==> src/rtl/modulator.sv <==
// AM test-signal generator: a free-running square carrier gated by a PWM
// envelope whose duty sweeps as a triangle, registered onto a single output.
module modulator #(
  parameter int FOO                  = 10,
  parameter int AM_CLKS_IN_PWM_STEPS = 16,
  parameter int AM_PWM_STEPS         = 16
) (
  input  logic clk,
  input  logic rst,
  output logic pwm
);

  localparam int PW = (AM_CLKS_IN_PWM_STEPS > 1) ? $clog2(AM_CLKS_IN_PWM_STEPS) : 1;
  localparam int SW = $clog2(AM_PWM_STEPS);
  localparam int DW = $clog2(AM_PWM_STEPS + 1);
  localparam int CW = (FOO > 1) ? $clog2(FOO) : 1;

  localparam logic [PW-1:0] PRESC_LAST = PW'(AM_CLKS_IN_PWM_STEPS - 1);
  localparam logic [SW-1:0] STEP_LAST  = SW'(AM_PWM_STEPS - 1);
  localparam logic [DW-1:0] DUTY_MAX   = DW'(AM_PWM_STEPS);
  localparam logic [DW-1:0] DUTY_TURN  = DW'(AM_PWM_STEPS - 1);
  localparam logic [CW-1:0] CCNT_LAST  = CW'(FOO - 1);

  typedef enum logic {
    DIR_DOWN = 1'b0,
    DIR_UP   = 1'b1
  } dir_t;

  logic [PW-1:0] presc;
  logic [SW-1:0] step;
  logic [DW-1:0] duty;
  dir_t          dir;
  logic [CW-1:0] ccnt;
  logic          carrier;

  logic presc_wrap;
  logic end_of_period;
  logic ccnt_wrap;
  logic env;

  assign presc_wrap    = (presc == PRESC_LAST);
  assign end_of_period = presc_wrap && (step == STEP_LAST);
  assign ccnt_wrap     = (ccnt == CCNT_LAST);
  // step is zero-extended so duty==AM_PWM_STEPS keeps env high all period.
  assign env           = (DW'(step) < duty);

  // Envelope timebase and triangle duty sweep.
  always_ff @(posedge clk or negedge rst) begin
    if (!rst) begin
      presc <= '0;
      step  <= '0;
      duty  <= '0;
      dir   <= DIR_UP;
    end else begin
      // NOTE: non-blocking assignments so every register samples pre-edge state.
      presc <= presc_wrap ? '0 : presc + 1'b1;

      if (presc_wrap) begin
        step <= (step == STEP_LAST) ? '0 : step + 1'b1;
      end

      if (end_of_period) begin
        if (dir == DIR_UP) begin
          if (duty == DUTY_MAX) begin
            duty <= DUTY_TURN;
            dir  <= DIR_DOWN;
          end else begin
            duty <= duty + 1'b1;
          end
        end else begin
          if (duty == '0) begin
            duty <= DW'(1);
            dir  <= DIR_UP;
          end else begin
            duty <= duty - 1'b1;
          end
        end
      end
    end
  end

  // Carrier is free-running and never realigned to PWM period boundaries.
  always_ff @(posedge clk or negedge rst) begin
    if (!rst) begin
      ccnt    <= '0;
      carrier <= 1'b1;
    end else begin
      ccnt <= ccnt_wrap ? '0 : ccnt + 1'b1;
      if (ccnt_wrap) begin
        carrier <= ~carrier;
      end
    end
  end

  always_ff @(posedge clk or negedge rst) begin
    if (!rst) begin
      pwm <= 1'b0;
    end else begin
      pwm <= env & carrier;
    end
  end

endmodule

==> config.mk <==
export PLATFORM = sky130hd
export DESIGN_NAME = modulator
export DESIGN_NICKNAME = d
export VERILOG_FILES = /design/src/rtl/modulator.sv
export SDC_FILE = /design/constraint.sdc
export NUM_CORES = 1
export LEC_CHECK = 0
export CORE_MARGIN = 2
export CORE_UTILIZATION = 59
export DETAILED_ROUTE_END_ITERATION = 6
export PLACE_DENSITY = 0.77
export SYNTH_ARGS = -nofsm -noshare
export SYNTH_HDL_FRONTEND = slang
export SYNTH_SLANG_ARGS = --single-unit
==> constraint.sdc <==
create_clock -name clk -period 2 [get_ports clk]
set_clock_uncertainty 0.15 [all_clocks]
set_input_delay 0.4 -clock clk [delete_from_list [all_inputs] [get_ports clk]]
set_output_delay 0.4 -clock clk [all_outputs]
set_load 0.05 [all_outputs]
* Word-level counts from Yosys, hierarchy flattened *
Index checks and enable logic that the tools add are counted.
W data, S select, Z words.

storage, ports and cells
  flip-flop bits (word level) = 20
  bits of input ports = 2
  output and inout port bits = 1
  logic and storage cells = 30

cells by class
  add/subtract/negate cells = 5
  magnitude comparators = 1
  equality and inequality tests = 4
  multiplexer cells = 9
  bitwise gates (word level) = 2
  reduce and logical (&&, ||, !) cells = 2

operator list
  cell                   number
  $mux W5                3
  $add A4 B1 Y4 const B  3
  $eq A4 B4 Y1 const B   3
  $mux W4                3
  $add A5 B1 Y5 const B  1
  $eq A5 B5 Y1 const B   1
  $logic_not A5 Y1       1
  $lt A4 B5 Y1           1
  $sub A5 B1 Y5 const B  1
  $mux W1                3
  $and A1 B1 Y1          1
  $logic_and A1 B1 Y1    1
  $not A1 Y1             1

* Depth between registers and ports, before layout *
  depth in word-level cells = 3
  mapped depth = 6
  depth with buffers taken out = 6

* Least setup slack after synthesis *
OpenSTA, ideal clock, no wires.

  path type = flip-flop to flip-flop
  start point = register duty[0]
  end point = register duty[1]
  setup time = 0.078 ns
  data arrival time = 1.449 ns
  data required time = 1.772 ns
  slack = 0.322 ns
  stages on the path, launching flop included = 7
  buffers on the path = 0
  clock period less this slack = 1.678 ns
  path through = dfrtp_1 > inv_1 > ha_1 > or3b_1 > a211oi_1 > a211oi_1 > a21oi_1

on the way
  word-level cells in the longest chain between the ends = 3

RTL lines
  element                                RTL line  text
  start, declared                        31        logic [DW-1:0] duty;
  start signal, assigned                 68        duty <= duty + 1'b1;
  start signal, assigned                 75        duty <= duty - 1'b1;
  $sub A5 B1 Y5 (tied with other cells)  75
  $mux W5, on equally long branches      71, 64
  $mux W5 (*)                            63        if (dir == DIR_UP) begin

Every way passes the cells marked *; elsewhere a longest branch is shown, timed or not.
A chain may end at the register's enable or synchronous reset.

* Final worst setup path *
  start point = register duty[1]
  end point = register duty[1]

Same word-level chain as after synthesis.

==> run_results.csv <==
group,metric,value,unit
run_status,status,"finished clean",
clocking,cts_hold_buf,0,
clocking,cts_tree,"yes",
placed_design,dp_cells,132,
placed_design,place_area,0.001140,mm^2
cells_and_area,final_nets,121,
critical_path,critical_path_class,"flip-flop to flip-flop",
clocking,cts.sinks,20,
clocking,path_clk_slew,0.11,ns
floorplan,die_area,0.002251,mm^2
detailed_routing,vias,795,
sta,fin_crit_sh,0.8962,
global_routing,grt_max_degree,21,
floorplan,core,0.001745,mm^2
floorplan,start_util,0.6380,
cells_and_area,stdcell_area,0.001192,mm^2
global_routing,antenna_found_initial,0,
critical_path,start_kind,"flip-flop",
run,max_cap_violations,0,
cells_and_area,final_cell_count_no_fill,136,
sta,setup_tns,0,ns
sta,fmax,0.5579,GHz
sta,setup_viol,0,
placed_design,gp_congestion,0.8982,
sta,setup_slack,0.2075,ns
critical_path,cp.arrival,1.87,ns
synthesis,synth_seq_cells,20,
global_routing,grt_pass1_wl,3201,um
power_and_ir_drop,p_sw_frac,0.1773,
clocking,htreeDepth,1,
power_and_ir_drop,clockPowerShare,0.440,
sta,final_max_slew_viol_count,0,
placed_design,place_ws,0.2490,ns
power_and_ir_drop,p_leak,0.5547,nW
detailed_routing,routed_via_density,5.846,
global_routing,grt_pass1_vias,771,
cells_and_area,final_common_cell,"dfrtp_1",
critical_path,required,2.08,ns
power_and_ir_drop,p_comb_frac,0.014,
global_routing,grt_use_total,0.2086,
floorplan,rows,15,
sta,hold_violations,0,
cells_and_area,area.growth.synth_to_final,7.078,%
power_and_ir_drop,internal_power,0.6100,mW
cells_and_area,final_cell_mix,"18 x dfrtp_1, 9 x inv_1, 9 x nand2_1",
synthesis,synth_area,0.001114,mm^2
detailed_routing,drtPass1Iterations,4,
detailed_routing,wirelength,1928,um
placed_design,io_buffers,2,
critical_path,end_kind,"flip-flop",
clocking,clock_path_buffers,2,
clocking,ctsRootBufferMaster,"clkbuf_4",
synthesis,synth_fp_nets,115,
floorplan,io_pins,3,
detailed_routing,first_iter_violations,13,
synthesis,synth_area_leaders,"dfrtp_1 40%, ha_1 7.9%, dfstp_2 4.7%",
critical_path,critPathMaxFanout,4,
clocking,cts_setup_buffers,0,
clocking,cts.repair.resized,0,
synthesis,synthCells,106,
detailed_routing,drc_errors,0,
hold_path,hold_path_class,"input pin to async pin",
floorplan,die_h,47.45,um
detailed_routing,ant_nets,0,
sta,maxSlewHeadroom,0.7780,
synthesis,syn_avg_cell_area,10.51,um^2
power_and_ir_drop,ir_drop,0.0005037,V
synthesis,yosysSeqAreaShare,0.4517,
floorplan,fp.dieW,47.45,um
sta,hold_ws,0.2737,ns
power_and_ir_drop,p_seq_frac,0.545,
cells_and_area,antennaDiodeCount,0,
synthesis,synth_top_area_frac,0.4045,
sta,fin_crit,1.792,ns
clocking,cts_buffers,3,
power_and_ir_drop,p_switching,0.1315,mW
power_and_ir_drop,p_total,0.7414,mW
cells_and_area,utilization,0.6832,
power_and_ir_drop,powerDensity,621.8,mW/mm^2
sta,worst_pin_slew,0.3331,ns
detailed_routing,wl_per_cell,14.18,um
synthesis,ys.warnings.count,0,
global_routing,grt_overflow_total,0,
clocking,clkLatencyLatePin,0.30,ns
synthesis,synth_largest_area_cell,"dfrtp_1",
sta,rsz0062_at_grt,"no",
cells_and_area,drive_above_1_share,0.1441,
placed_design,dpl.hpwl,1466,um
synthesis,synth_cell_types,39,
per-layer routing:
metal,GRT usage,share of wire,vias to the layer above
li1,-,-,393
met1,0.2562,0.45,391
met2,0.3622,0.52,7
met3,0.03396,0.013,4
met4,0.08889,0.018,0
met5,0,0,-
flip-flops by register name (all words and copies together), names as in the netlist, named ones only:
name,cells
carrier,1
ccnt,4
duty,5
presc,4
pwm,1
step,4
final cells by class:
class / count / area (um^2)
Clock buffer: 3 / 22.52
Clock inverter: 1 / 30.03
Fill cell: 127 / 553.0
Inverter: 9 / 33.78
Multi-Input combinational cell: 73 / 531.8
Sequential cell: 20 / 503.0
Tap cell: 25 / 31.28
Timing Repair Buffer: 5 / 40.04
synth_stat cells (all sizes together):
cell / count
and4: 1
a21o: 2
nor2b: 1
inv: 9
xnor2: 4
a21boi: 2
o21ai: 9
mux2: 1
a311oi: 1
nor4: 1
a41oi: 1
ha: 7
nor3: 2
o311a: 1
nand2: 9
nor4b: 1
nand3: 3
and2: 1
buf: 4
nand4: 2
mux2i: 1
a211o: 1
nor2: 3
and3: 2
or3b: 1
nand2b: 3
o31ai: 1
dfrtp: 18
o211ai: 1
a22o: 1
xor2: 2
dfstp: 2
a211oi: 3
a21oi: 4
or3: 1
power by group through the flow:
| stage | Combinational (mW) | Sequential (mW) | Clock (mW) |
|---|---|---|---|
| final | 0.0106 | 0.404 | 0.326 |
| after global routing | 0.0130 | 0.405 | 0.352 |
| after CTS | 0.0114 | 0.404 | 0.335 |
| after detailed placement | 0.0114 | 0.412 | 0 |
| after global placement | 0.0110 | 0.412 | 0 |
| after floorplan | 0.000000279 | 0.412 | 0 |
critical path, cell delays in order (launching register included):
cell and delay [ns]:
dfrtp_1 0.43, inv_1 0.11, ha_1 0.17, or3b_1 0.38, a211oi_1 0.27, a211oi_1 0.08, a21oi_1 0.13
final timing paths:
path,endpoint,slack [ns],from,cells after the start
max in group asynchronous,carrier$_DFFE_PN1N_,1.16,rst,2
min reg2reg,presc[3]$_DFF_PN0_,0.34,presc[3]$_DFF_PN0_,1
min,duty[4]$_DFFE_PN0P_,0.27,rst,2
max reg2reg,duty[1]$_DFFE_PN0P_,0.21,duty[1]$_DFFE_PN0P_,6
min in group clk,presc[3]$_DFF_PN0_,0.34,presc[3]$_DFF_PN0_,1
max,duty[1]$_DFFE_PN0P_,0.21,duty[1]$_DFFE_PN0P_,6
cell families (layout without fill, tap and decap cells):
| kind of cell | after synthesis | count (layout) | share of synthesized area |
|---|---|---|---|
| compound gates | 27 | 27 | 0.1708 |
| xor+xnor | 6 | 6 | 0.04719 |
| fa+ha+maj | 7 | 7 | 0.07865 |
| buf+inv | 13 | 18 | 0.07078 |
| flops | 20 | 20 | 0.4517 |
| mux | 2 | 2 | 0.01910 |
| simple gates | 31 | 31 | 0.1618 |
Power figures use the tool's default switching activity.
